===== config.mk =====
export PLATFORM = sky130hd
export DESIGN_NAME = uart_tx_serializer
export DESIGN_NICKNAME = d
export VERILOG_FILES = /design/src/rtl/uart_tx_serializer.sv
export SDC_FILE = /design/constraint.sdc
export NUM_CORES = 1
export LEC_CHECK = 0
export BUFFER_PORTS_ARGS = -buffer_cell sky130_fd_sc_hd__buf_2
export CAP_MARGIN = 20
export CORE_UTILIZATION = 25
export CTS_CLUSTER_SIZE = 12
export DETAILED_ROUTE_END_ITERATION = 16
export HOLD_SLACK_MARGIN = 0.02
export SETUP_SLACK_MARGIN = 0.4
export SYNTH_ARGS = -nofsm -noshare
export SYNTH_HDL_FRONTEND = slang
export SYNTH_SLANG_ARGS = --single-unit

===== constraint.sdc =====
create_clock -name clk -period 2.6 [get_ports clk]
set_clock_uncertainty 0.15 [all_clocks]
set_input_delay 0 -clock clk [delete_from_list [all_inputs] [get_ports clk]]
set_output_delay 0 -clock clk [all_outputs]
set_load 0.005 [all_outputs]

===== src/rtl/uart_tx_serializer.sv =====
// 8N1 UART transmitter: latches a byte on tx_valid and shifts it out LSB first
// as start, 8 data bits, then STOP_BITS stop bits, each CLKS_PER_BIT cycles wide.
module uart_tx_serializer #(
  parameter int CLKS_PER_BIT = 868,
  parameter int STOP_BITS    = 1
) (
  input  logic       clk,
  input  logic       resetn,
  input  logic [7:0] tx_data,
  input  logic       tx_valid,
  output logic       tx_busy,
  output logic       tx_done,
  output logic       uart_tx
);

  // state | meaning
  // IDLE  | line high, waiting for tx_valid
  // START | start bit (line low)
  // DATA  | data bits, LSB first, bit index in bit_idx_q
  // STOP  | stop bit(s), line high, stop index in stop_cnt_q
  typedef enum logic [1:0] {IDLE, START, DATA, STOP} state_e;

  localparam int            BW        = (CLKS_PER_BIT > 1) ? $clog2(CLKS_PER_BIT) : 1;
  localparam logic [BW-1:0] BAUD_LAST = BW'(CLKS_PER_BIT - 1);
  localparam logic          STOP_LAST = 1'(STOP_BITS - 1);

  state_e        state_q, state_d;
  logic [BW-1:0] baud_cnt_q, baud_cnt_d;
  logic [2:0]    bit_idx_q, bit_idx_d;
  logic          stop_cnt_q, stop_cnt_d;
  logic [7:0]    shift_q, shift_d;
  logic          tx_q, tx_d;
  logic          busy_q, busy_d;
  logic          done_q, done_d;
  logic          baud_last;

  always_ff @(posedge clk) begin
    if (!resetn) begin
      state_q    <= IDLE;
      baud_cnt_q <= '0;
      bit_idx_q  <= '0;
      stop_cnt_q <= 1'b0;
      shift_q    <= '0;
      tx_q       <= 1'b1;
      busy_q     <= 1'b0;
      done_q     <= 1'b0;
    end else begin
      state_q    <= state_d;
      baud_cnt_q <= baud_cnt_d;
      bit_idx_q  <= bit_idx_d;
      stop_cnt_q <= stop_cnt_d;
      shift_q    <= shift_d;
      tx_q       <= tx_d;
      busy_q     <= busy_d;
      done_q     <= done_d;
    end
  end

  assign baud_last = (baud_cnt_q == BAUD_LAST);

  always_comb begin
    state_d    = state_q;
    baud_cnt_d = baud_cnt_q;
    bit_idx_d  = bit_idx_q;
    stop_cnt_d = stop_cnt_q;
    shift_d    = shift_q;
    case (state_q)
      IDLE: begin
        baud_cnt_d = '0;
        // Requests arriving while busy never reach this branch, so they are dropped.
        if (tx_valid) begin
          state_d    = START;
          shift_d    = tx_data;
          bit_idx_d  = '0;
          stop_cnt_d = 1'b0;
        end
      end
      START: begin
        if (baud_last) begin
          baud_cnt_d = '0;
          state_d    = DATA;
        end else begin
          baud_cnt_d = baud_cnt_q + BW'(1);
        end
      end
      DATA: begin
        if (baud_last) begin
          baud_cnt_d = '0;
          if (bit_idx_q == 3'd7) begin
            state_d = STOP;
          end else begin
            bit_idx_d = bit_idx_q + 3'd1;
            shift_d   = {1'b0, shift_q[7:1]};
          end
        end else begin
          baud_cnt_d = baud_cnt_q + BW'(1);
        end
      end
      STOP: begin
        if (baud_last) begin
          baud_cnt_d = '0;
          if (stop_cnt_q == STOP_LAST) state_d = IDLE;
          else                         stop_cnt_d = 1'b1;
        end else begin
          baud_cnt_d = baud_cnt_q + BW'(1);
        end
      end
      default: state_d = IDLE;
    endcase
  end

  // Outputs are computed from the next state so the registered pins line up with it.
  always_comb begin
    tx_d   = 1'b1;
    busy_d = (state_d != IDLE);
    done_d = (state_q == STOP) && (state_d == IDLE);
    case (state_d)
      START:   tx_d = 1'b0;
      DATA:    tx_d = shift_d[0];
      default: tx_d = 1'b1;
    endcase
  end

  assign uart_tx = tx_q;
  assign tx_busy = busy_q;
  assign tx_done = done_q;

endmodule


==> flow_summary.ini, run 1 <==
[layout]
stdcell_area_sq_um = 1520
multi_input_area_sq_um = 654
fill_cells = 521
final_nets = 169
diodes = 0
areaGrowthSynthToFinish_pct = 22.3
drive_gt1_frac = 0.175
stdcell_count = 221
seqCellArea_sq_um = 520

[pwr]
peakVddDrop_mv = 0.242
intPower_mw = 0.649
seqPwrFrac = 0.514
switching_share = 0.201
power_density_nw_per_um2 = 536
p_leak_nw = 0.546
clkPwrFrac = 0.410
total_power_mw = 0.813
combinationalPowerShare = 0.075
power_switching_mw = 0.164

[critical_path]
path_buf_inv = 0
critical_path.most_common_cell = ha_1
worstPathArrival_ps = 2020
cpMaxStageDelayCell = and4_2
critPathLaunchType = flip-flop
path_class = reg2reg
cp_cell_sequence = ha_1 > ha_1 > nor3b_1 > and4_2 > nor2_2 > a22oi_1 > nor2b_1
critPathTopFamily = simple AND/OR/NAND/NOR gates
worstSetupStartpoint = bit_idx_q[0]
cp.required_ps = 2620
r2r-start = bit_idx_q[0]
worst_setup_path_end_kind = flip-flop
slowest_delay_ps = 430
crit_fanout = 12

[logic_synthesis]
yosys_warnings = 0
syn_nets = 148
synth_edf_count = 0
ys.flop_type = dfxtp_1
avgSynthCellArea_sq_um = 9.24
synth_seq_area_share = 0.420
async_reset_ff_frac = 0
ys_seq_elements = 26
syn_area_sq_um = 1240
syn_inst = 134
ys_types = 40

[timing]
timing.fmax_mhz = 500
slew_headroom = 0.719
rsz0062_at_grt = false
fin_crit_sh = 0.769
finalMaxSlewViolations = 0
setup_viol = 0
tns_ps = 0
hold_viol_final = 0
tightest_slew_ps = 421
period_minus_slack_ps = 2000

[clock_network]
cts_resized = 0
clk_latency_ps = 270
post_cts_buffers = 0
holdBufCountCts = 9
clock-sinks = 26
cts_root_buf = clkbuf_8
cts_max_path_buffers = 2
cts_tree = built
cts-htree-levels = 1
numCtsBuffers = 3
clk_pin_slew_ps = 90

[job]
max_cap_violations = 0

[die]
start_util = 0.261
dieArea_sq_um = 5240
rows = 25
coreArea_sq_um = 4750
ios = 14
chipHeight_um = 72.4
die_w_um = 72.4

[placed_design]
hpwl_um = 1500
routabilityCongestion = 0.738
dpl_cell_area_sq_um = 1350
numPortBuffers = 13
dpl.cell_count = 208

[global_route]
grt_max_degree = 18
overflow = 0
grt_pass1_vias = 860
grt_pass1_wl_um = 3820
gr-usage-all-layers = 0.0916
antenna_found_initial = 0

[route]
drt-total-wl_um = 2160
drtIter0Drc = 46
dr.pass1.iters = 4
antenna_left = 0
wl_per_cell_um = 9.77
viasPerCell = 4.33
drc = 0
detailroute.via_count = 956

[worst_hold_path]
worstHoldStart = tx_data[0]
hp-class = in2reg

[status]
status = finished clean
-- cell usage after synthesis, drive strengths merged, types with 2 or more instances --
library cell,number,share of area
ha,3,0.030
o211ai,2,0.012
nor3,2,0.0081
nand3,6,0.024
a22oi,7,0.042
o21ai,2,0.0081
and2,2,0.010
xor2,5,0.035
a21boi,8,0.048
xnor2,4,0.028
a31oi,2,0.010
a211oi,2,0.022
dfxtp,26,0.42
nor2b,5,0.025
buf,6,0.030
inv,6,0.018
and3,2,0.015
nor2,15,0.047
nor3b,2,0.021
nand2,13,0.039
-- cells in the final DEF (no fill, tap or decap), drive strengths merged, types with 3 or more instances in the layout --
cell         instances
dfxtp               26
nor2                15
buf                 14
nand2               13
dlygate4sd3          9
a21boi               8
a22oi                7
inv                  6
nand3                6
xor2                 5
nor2b                5
xnor2                4
ha                   3
clkbuf               3
-- kinds of logic after synthesis --
group,share of synthesized area
and+or+nand+nor,0.230
muxes,0.00808
xor gates and xnor gates,0.0636
buffers and inverters,0.0515
DFF,0.420
adders and majority gates,0.0303
AOI/OAI and AO/OA,0.196
-- metal layers --
layer,share of wire,up-vias,global-route usage
met5,0,-,0
met4,0.021,0,0.0458
met3,0.035,4,0.0264
met2,0.43,11,0.142
met1,0.51,433,0.116
li1,-,508,-
-- registers in the layout, indices dropped and copies added, names as in the netlist --
signal      flops
state_q         2
uart_tx         1
tx_busy         1
shift_q         8
bit_idx_q       3
baud_cnt_q     10
tx_done         1
-- cell type report --
type	count	area share
Clock buffer	3	0.0273
Clock inverter	1	0.0198
Tap cell	67	0.0553
Sequential cell	26	0.344
Multi-Input combinational cell	95	0.432
Timing Repair Buffer	23	0.107
Inverter	6	0.0149
-- stage by stage --
stage          hold slack, ps  setup slack [ps]  utilization
3_5_place_dp              150               601        0.285
5_1_grt                   271               413        0.319
3_3_place_gp              122               667        0.285
2_1_floorplan            3.13               831            -
4_1_cts                   189               594        0.319
6_report                  194               601        0.319
-- worst register-to-register path, delay by kind of cell, from the launching register on --
kind            cells  cell delay [ps]
fa+ha+maj           2              420
simple gates        4              840
flops               1              330
compound gates      1              170
-- worst paths after layout --
path	slack, ps	to	cells after the start
max	600	shift_q[7]	7
min	190	shift_q[0]	6
max reg2reg	600	shift_q[7]	7
min reg2reg	300	shift_q[3]	2
-- power groups by stage --
stage / registers (mW) / logic [mW] / clock network, mW
2_1_floorplan: 0.424 / 0.0360 / 0
3_5_place_dp: 0.427 / 0.0513 / 0
4_1_cts: 0.418 / 0.0616 / 0.341
5_1_grt: 0.420 / 0.0681 / 0.355
6_report: 0.418 / 0.0610 / 0.334
3_3_place_gp: 0.427 / 0.0516 / 0
Note: power is estimated with default switching activity, not from simulation.
==> run 2, diff against run 1 <==
- clock period: 2.6 -> 1.8 ns (I/O delays scaled with it)
==> flow_summary.ini, run 2 (synthesized netlist as in run 1, its figures left out) <==
[layout]
final_common_cell = dfxtp_1
biggestRegsByFlops = baud_cnt_q (10), shift_q (8), bit_idx_q (3)
fill_cells = 506
multi_input_area_sq_um = 746
diodes = 0
final_cell_mix = 19 x dfxtp_1, 13 x nand2_1, 13 x buf_2, 11 x nor2_1
final_nets = 181
stdcell_count = 233
top_register = baud_cnt_q
areaGrowthSynthToFinish_pct = 36.7
seqCellArea_sq_um = 529
drive_gt1_frac = 0.343
largest_reg_flops = 10

[die]
coreArea_sq_um = 4750
rows = 25
die_w_um = 72.4
start_util = 0.261
chipHeight_um = 72.4
dieArea_sq_um = 5240
ios = 14

[critical_path]
worstPathArrival_ps = 1680
reg2reg_depth = 6
cpMaxStageDelayCell = dfxtp_2
slowest_delay_ps = 360
critPathLaunchType = flip-flop
path_class = reg2reg
r2r-start = baud_cnt_q[0]
r2r_end = uart_tx
crit_fanout = 3
cp.required_ps = 1800
r2r_slack_ps = 120
worst_setup_path_end_kind = flip-flop
cp_cell_sequence = ha_4 > nor3b_4 > and3_4 > a211oi_4 > a2111oi_2 > o21ai_1

[route]
detailroute.via_count = 1036
wl_per_cell_um = 10.1
dr.pass1.iters = 4
drtIter0Drc = 42
viasPerCell = 4.45
drt-total-wl_um = 2340
drc = 0
antenna_left = 0

[pwr]
power_density_nw_per_um2 = 641
p_leak_nw = 0.600
peakVddDrop_mv = 0.228

[timing]
finalMaxSlewViolations = 0
setup_viol = 0
fin_crit_sh = 0.934
period_minus_slack_ps = 1680
tightest_slew_ps = 389
rsz0062_at_grt = true
hold_viol_final = 0
layout_setup_ws_ps = 119
timing.fmax_mhz = 595
slew_headroom = 0.738
tns_ps = 0

[global_route]
antenna_found_initial = 0
grt_pass1_wl_um = 4220
gr-usage-all-layers = 0.104
grt_pass1_vias = 966
grt_max_degree = 18
overflow = 0

[clock_network]
cts_tree = built
cts-htree-levels = 1
numCtsBuffers = 3
cts_max_path_buffers = 2
cts_root_buf = clkbuf_8
clock-sinks = 26
clk_pin_slew_ps = 90
clk_latency_ps = 270

[placed_design]
place_ws_ps = 70.1
routabilityCongestion = 0.709
numPortBuffers = 13
hpwl_um = 1610
dpl.cell_count = 210

[worst_hold_path]
hp-class = in2reg
worstHoldStart = tx_valid
hold_path_depth = 4
hold_end = state_q[0]

[status]
status = finished clean

[job]
max_cap_violations = 0
==> run 2: cell count changes in the layout (fill, tap and decap cells not counted), sizes merged <==
| cell | before | now |
|---|---|---|
| clkbuf | 3 | 4 |
| bufinv | 1 | 0 |
| or2 | 1 | 2 |
| buf | 14 | 25 |
==> run 2: worst max-delay path: cells and delay by family (launching register included) <==
kind,cells,cell delay [ps]
compound gates,3,480
fa+ha+maj,1,130
flops,1,360
simple gates,2,440
==> run 2: what timing repair did <==
item	CTS	global route
buffers inserted	9	0
resized for setup	6	9
setup endpoints to repair	24	26
pin swaps	15	5
endpoints found under the hold margin	16	0
hold buffers	9	0
gates cloned	1	0
==> run 2: worst max-delay path by stage <==
stage | startpoint | end | slack (ps) | depth (start not counted)
2_1_floorplan | baud_cnt_q[1] | uart_tx | 200 | 6
3_3_place_gp | baud_cnt_q[0] | uart_tx | 60 | 6
3_5_place_dp | baud_cnt_q[0] | uart_tx | 70 | 6
4_1_cts | bit_idx_q[0] | shift_q[7] | 110 | 7
5_1_grt | bit_idx_q[0] | shift_q[3] | 20 | 7
6_report | baud_cnt_q[0] | uart_tx | 120 | 6
==> run 2: stage by stage <==
step	util	power (mW)	instance area (sq um)	hold WS (ps)
floorplan	-	0.671	1310	0.681
global placement	0.300	0.696	1430	146
detailed placement	0.300	0.695	1430	134
CTS	0.349	1.10	1660	50.0
global route	0.356	1.14	1690	82.1
finish	0.356	1.08	1690	44.5
==> run 2: area by class of cell <==
| cell class | count | area share |
|---|---|---|
| tap | 67 | 0.0495 |
| clock buffer | 4 | 0.0325 |
| sequential | 26 | 0.313 |
| timing repair buffer | 34 | 0.152 |
| inverter | 6 | 0.0133 |
| multi-input combinational | 96 | 0.441 |
==> run 2: per-layer routing <==
| layer | up-vias | global-route usage | share of wire |
|---|---|---|---|
| met5 | - | 0 | 0 |
| met4 | 0 | 0.0458 | 0.0055 |
| met3 | 2 | 0.0292 | 0.036 |
| met2 | 14 | 0.161 | 0.44 |
| met1 | 486 | 0.135 | 0.51 |
| li1 | 534 | - | - |
==> run 2: power by group <==
part / switching, mW / internal (mW)
Clock: 0.185 / 0.196
Combinational: 0.0429 / 0.0555
Sequential: 0.0132 / 0.592
Total: 0.241 / 0.843
